### src/rtl/lsu_pkg.sv
// lsu_pkg: shared size encodings, FSM states and memory depth for the load/store unit
package lsu_pkg;
  localparam int MEM_WORDS_DEF = 1024;
  localparam logic [1:0] SZ_BYTE = 2'd0;
  localparam logic [1:0] SZ_HALF = 2'd1;
  localparam logic [1:0] SZ_WORD = 2'd2;
  typedef enum logic [1:0] {IDLE, ACCESS, MERGE_WR, RESP} lsu_state_e;
endpackage

### src/rtl/lsu_lane_align.sv
// lsu_lane_align: little-endian lane extraction/extension for loads and lane merge for sub-word stores
module lsu_lane_align import lsu_pkg::*; (
  input  logic [1:0]  size,
  input  logic        sign_ext,
  input  logic [1:0]  offset,
  input  logic [31:0] rdata,
  input  logic [31:0] wdata,
  output logic [31:0] load_data,
  output logic [31:0] merge_data
);
  logic [4:0]  sh;
  logic [31:0] lane;
  logic [31:0] mask;
  always_comb begin
    sh = {offset, 3'b000};
    lane = rdata >> sh;
    mask = size == SZ_BYTE ? 32'h0000_00ff << sh : size == SZ_HALF ? 32'h0000_ffff << sh : 32'hffff_ffff;
    load_data = size == SZ_BYTE ? {{24{sign_ext & lane[7]}}, lane[7:0]} :
                size == SZ_HALF ? {{16{sign_ext & lane[15]}}, lane[15:0]} : rdata;
    merge_data = (rdata & ~mask) | ((wdata << sh) & mask);
  end
endmodule

### src/rtl/load_store_unit.sv
// load_store_unit: MEM-stage initiator for the word-only data memory with sub-word read-modify-write
module load_store_unit import lsu_pkg::*; #(
  parameter int MEM_WORDS  = MEM_WORDS_DEF,
  parameter int WORD_IDX_W = $clog2(MEM_WORDS)
) (
  input  logic        clk,
  input  logic        rst,
  input  logic        req_valid,
  output logic        req_ready,
  input  logic        req_write,
  input  logic [1:0]  req_size,
  input  logic        req_signed,
  input  logic [31:0] req_addr,
  input  logic [31:0] req_wdata,
  output logic        resp_valid,
  output logic [31:0] resp_rdata,
  output logic        resp_error,
  output logic        busy,
  output logic        mem_write_enable,
  output logic [31:0] mem_address,
  output logic [31:0] mem_write_data,
  input  logic [31:0] mem_read_data
);
  lsu_state_e state, next;
  logic                  write_q, sign_q, err_q;
  logic [1:0]            size_q;
  logic [WORD_IDX_W+1:0] addr_q;
  logic [31:0]           wdata_q, merge_q, rdata_q, load_data, merge_data;
  logic                  accept, req_err, word_wr;
  assign req_ready = state == IDLE;
  assign accept = req_valid & req_ready & ~rst;
  assign req_err = (req_size == 2'd3) | (req_size == SZ_HALF & req_addr[0]) |
                   (req_size == SZ_WORD & |req_addr[1:0]) | (req_addr >= 32'(4 * MEM_WORDS));
  assign word_wr = state == ACCESS & write_q & size_q == SZ_WORD;
  assign resp_valid = state == RESP;
  assign resp_error = resp_valid & err_q;
  assign resp_rdata = rdata_q;
  assign busy = state != IDLE | accept;
  // Gated by rst so an aborted read-modify-write never lands in memory.
  assign mem_write_enable = ~rst & (word_wr | state == MERGE_WR);
  assign mem_address = {{(32-WORD_IDX_W){1'b0}}, addr_q[WORD_IDX_W+1:2]};
  assign mem_write_data = state == MERGE_WR ? merge_q : word_wr ? wdata_q : 32'd0;
  lsu_lane_align u_align (
    .size       (size_q),
    .sign_ext   (sign_q),
    .offset     (addr_q[1:0]),
    .rdata      (mem_read_data),
    .wdata      (wdata_q),
    .load_data  (load_data),
    .merge_data (merge_data)
  );
  always_comb begin
    next = state;
    unique case (state)
      IDLE:     next = accept ? (req_err ? RESP : ACCESS) : IDLE;
      ACCESS:   next = write_q && size_q != SZ_WORD ? MERGE_WR : RESP;
      MERGE_WR: next = RESP;
      RESP:     next = IDLE;
    endcase
  end
  always_ff @(posedge clk) begin
    if (rst) begin
      state <= IDLE;
      write_q <= 1'b0;
      sign_q <= 1'b0;
      err_q <= 1'b0;
      size_q <= 2'd0;
      addr_q <= '0;
      wdata_q <= '0;
      merge_q <= '0;
      rdata_q <= '0;
    end else begin
      state <= next;
      if (accept) begin
        write_q <= req_write;
        sign_q <= req_signed;
        err_q <= req_err;
        size_q <= req_size;
        addr_q <= req_addr[WORD_IDX_W+1:0];
        wdata_q <= req_wdata;
        rdata_q <= '0;
      end
      if (state == ACCESS) begin
        if (!write_q) rdata_q <= load_data;
        merge_q <= merge_data;
      end
    end
  end
endmodule

### config.mk
export PLATFORM = sky130hd
export DESIGN_NAME = load_store_unit
export DESIGN_NICKNAME = d
export VERILOG_FILES = /design/src/rtl/lsu_pkg.sv /design/src/rtl/lsu_lane_align.sv /design/src/rtl/load_store_unit.sv
export SDC_FILE = /design/constraint.sdc
export NUM_CORES = 1
export LEC_CHECK = 0
export CAP_MARGIN = 15
export CORE_MARGIN = 2
export CORE_UTILIZATION = 51
export DETAILED_ROUTE_END_ITERATION = 7
export MAX_ROUTING_LAYER = met4
export PLACE_DENSITY = 0.89
export SLEW_MARGIN = 20
export SYNTH_ARGS = -nofsm -noshare
export SYNTH_HDL_FRONTEND = slang
export SYNTH_SLANG_ARGS = --single-unit
### constraint.sdc
create_clock -name clk -period 5.8 [get_ports clk]
set_input_delay 1.45 -clock clk [delete_from_list [all_inputs] [get_ports clk]]
set_output_delay 1.45 -clock clk [all_outputs]
set_load 0.01 [all_outputs]
==> impl_results.md <==
- Cell variety after synth: 56
- Site Rows: 41
- TNS Setup: 0 ns
- Period Utilization, post-route: 79.3%
- First-pass GRT wire length: 32,200 microns
- Core area: 12,600 sq um
- Initial antenna violation count: 0
- Final hold violation count: 0
- Remaining DRCs: 0
- Synth Register Bits: between 100 and 150
- Latest clock arrival within the worst-skew pair: 0.42 ns
- Post-CTS sizing: 0
- CP Max Fanout: 21
- CP Capture Type: output port
- Initial DRC count: 727
- Comb pwr share: 37.0%
- R2r setup slk: 3.29 ns
- Outcome: completed
- Height of the chip: 117 microns
- Hold crit path type: reg2reg
- CTS buffer count: 17
- CP required: 4.35 ns
- Clk network pwr share: 31.7%
- Clk sinks: 115
- Total global routing overflow: 0
- Place WS: 1.64 ns
- Ys Warns: 0
- PortBufs: 181
- RR Startpoint: state[1]
- H-tree depth: 4
- Layout Cells excl Fill: 1,114
- GPL Wtd Cong: 0.935
- Register area share after synthesis: approximately a third
- Switch Pwr: ~1.3 mW
- Register Area: about 2300 sq um
- Placed Area: 8110 sq um
- Setup Fix Bufs, Post-CTS: 0
- Inst Count DP: between 1,000 and 1,500
- EDFF count, synth: 0
- Int Pwr: 2.36 mW
- Vias in the first global route: 6,045
- Crit-path slowest cell: dfxtp_1
- Vias/cell: 5.82
- Critical Path Start Type: flop
- Initial Util: 52.0%
- Total track usage: 31.3%
- CP peak stage delay: 0.88 ns
- Num ports: 204
- Vias: 6,483
- Pins Over Slew Limit: 0
- ANT nets after route: 0
- Die width: 117 microns
- Detailed Place HPWL: around 14,000 microns
- Cts hold-fix bufs: 0
- Predominant post-synthesis flop cell: dfxtp_1
- Diode count: 0
- Post-Route WL: 20,700 microns
- Hold Path Depth: 2
- HP Start: resp_rdata[0]
- FMAX: 0.218 GHz
- Layout area overhead: 34.1%
- Cells after Synth: roughly 800
- Layout Skew: roughly 0.011 ns
- Drt first pass iters: 6
- Relative slew margins: 36.3%
- Cell count of the worst reg-to-reg path: 6
- Hold EP: resp_rdata[0]
- Die ar.: about 14,000 sq um
- Avg WL per Cell: 18.6 microns
- Setup-failing EPs final: 0
- Sequential share of power: 31.3%
- Worst-margin pin slew: 0.956 ns
- Synth Area per Inst: 8.13 sq um
- Multi-input logic area: 3710 sq um
- CTS tree: yes
- VDD IR max: 0.000210 V
- Setup ws final: 1.20 ns
- RSZ-0062 raised after global routing: false
- Worst-path cell chain: nor2b_1, a31oi_2, buf_4, nor2_1, clkdlybuf4s50_1
- CTS Buffer Depth: 2
- FF-to-FF End: resp_rdata[6]
- Sw Share: 35.3%
- Root Driver: clkbuf_16
- Nets: about 1,000
- Pin count of the biggest net entering global routing: between 60 and 70
- Setup CP Type: reg2out
- Design Area, Final: 8770 sq um
- WP data arrival: 3.15 ns
- Power Dens Cells: 417 nW/um^2
- Worst-path clk slew: approximately 0.05 ns
- Synthesized area: about 6500 sq um
- Max Cap Violations: 0
- # fillers: around 950
- Tmin final: 4.60 ns
- Pleak: 3.10 nW
- Layout cell share with drive strength beyond 1: slightly below 9%
- Post-synth ARST share: 0%
==> kinds of logic after synthesis <==
family / Yosys count / share of synthesized area, %
buf+inv: 108 / 9.58
xor+xnor: 1 / 0.134
fa+ha+maj: 8 / 1.53
other cells: 1 / 0.0573
simple gates: 296 / 20.5
flops: 115 / 35.2
mux: 61 / 9.74
compound gates: 214 / 23.3
==> through the flow <==
| stage | utilization, % | hold WS [ns] | total power [mW] |
|---|---|---|---|
| finish | 69.8 | 0.439 | 3.65 |
| global route | 69.8 | 0.462 | 3.84 |
| CTS | 69.7 | 0.440 | 3.63 |
| detailed placement | 64.5 | 0.433 | 2.47 |
| global placement | 64.5 | 0.430 | 2.44 |
| floorplan | - | 0.437 | 2.03 |
==> layout make-up <==
cell class | count | share of cell area [%]
Multi-Input combinational cell | 602 | 42.3
Timing Repair Buffer | 188 | 21.2
Inverter | 6 | 0.257
Tap cell | 172 | 2.45
Clock inverter | 9 | 2.01
Sequential cell | 115 | 26.3
Clock buffer | 22 | 5.41
==> routing by layer <==
layer  up-vias  global-route usage, %  share of wire [%]
met5         -                      -                  0
met3        77                   7.52                9.9
met4         0                   13.3                3.9
li1       3048                      -                  -
met1      2983                   39.5                 40
met2       375                   48.0                 46
==> synth_stat cells (10+ instances only) <==
| cell type | instances | area, sq um |
|---|---|---|
| nand2_1 | 145 | 544 |
| a211oi_1 | 33 | 248 |
| a211oi_2 | 10 | 125 |
| mux2_2 | 15 | 169 |
| nor2_1 | 74 | 278 |
| buf_2 | 15 | 75.1 |
| a21oi_1 | 91 | 455 |
| buf_4 | 40 | 300 |
| a22oi_1 | 17 | 128 |
| dfxtp_1 | 115 | 2300 |
| nand2b_1 | 25 | 156 |
| mux2i_1 | 44 | 440 |
| clkbuf_1 | 34 | 128 |
==> cells in the final DEF, fill, tap and decap left out, types with 3 or more instances in the layout <==
master,Yosys,final
o21ai_0,3,3
and3_1,7,7
a31oi_1,4,3
a211oi_2,10,10
a221oi_1,9,9
o32ai_1,8,8
buf_4,40,8
a211oi_1,33,33
clkdlybuf4s50_1,0,180
o211ai_1,7,7
nor3b_1,3,3
ha_1,8,6
nand4b_1,6,6
nor4_1,4,4
nor2_1,74,74
dfxtp_1,115,114
clkbuf_16,0,17
o221ai_1,3,3
clkbuf_8,0,3
mux2i_1,44,44
nor3_1,5,5
inv_1,5,5
bufinv_16,0,5
a2111oi_0,4,4
conb_1,1,22
nor2b_1,9,8
a311oi_1,8,8
nand2b_1,25,25
o31ai_1,7,7
nand2_1,145,144
a21oi_1,91,91
mux2_2,15,15
a22oi_1,17,17
nand3b_1,5,5
==> worst max-delay path, delay by kind of cell (launching register included) <==
kind / cells / cell delay (ns)
simple gates: 2 / 0.24
flops: 1 / 0.88
compound gates: 1 / 0.71
buf+inv: 2 / 0.88
==> power groups by stage <==
stage | combinational (mW) | clock [mW] | sequential (mW)
floorplan | 0.917 | 0 | 1.12
finish | 1.35 | 1.16 | 1.14
detailed placement | 1.32 | 0 | 1.15
CTS | 1.34 | 1.16 | 1.14
global route | 1.48 | 1.20 | 1.16
global placement | 1.30 | 0 | 1.14
==> flip-flops by register name, summed over array words and instances (netlist names) <==
register    count
resp_rdata     32
addr_q         12
sign_q          1
write_q         1
merge_q        32
err_q           1
size_q          2
wdata_q        32
state           2
==> how the worst max path moves through the flow <==
stage / from / cells past startpoint / slack (ns) / endpoint
after floorplan: rst / 4 / 1.97 / mem_write_enable
after global placement: req_valid / 4 / 1.65 / busy
after detailed placement: req_valid / 4 / 1.64 / busy
after CTS: size_q[0] / 5 / 1.22 / mem_write_enable
after global routing: size_q[0] / 5 / 1.04 / mem_write_enable
final: size_q[0] / 5 / 1.20 / mem_write_enable
Note: power is estimated with default switching activity, not from simulation.
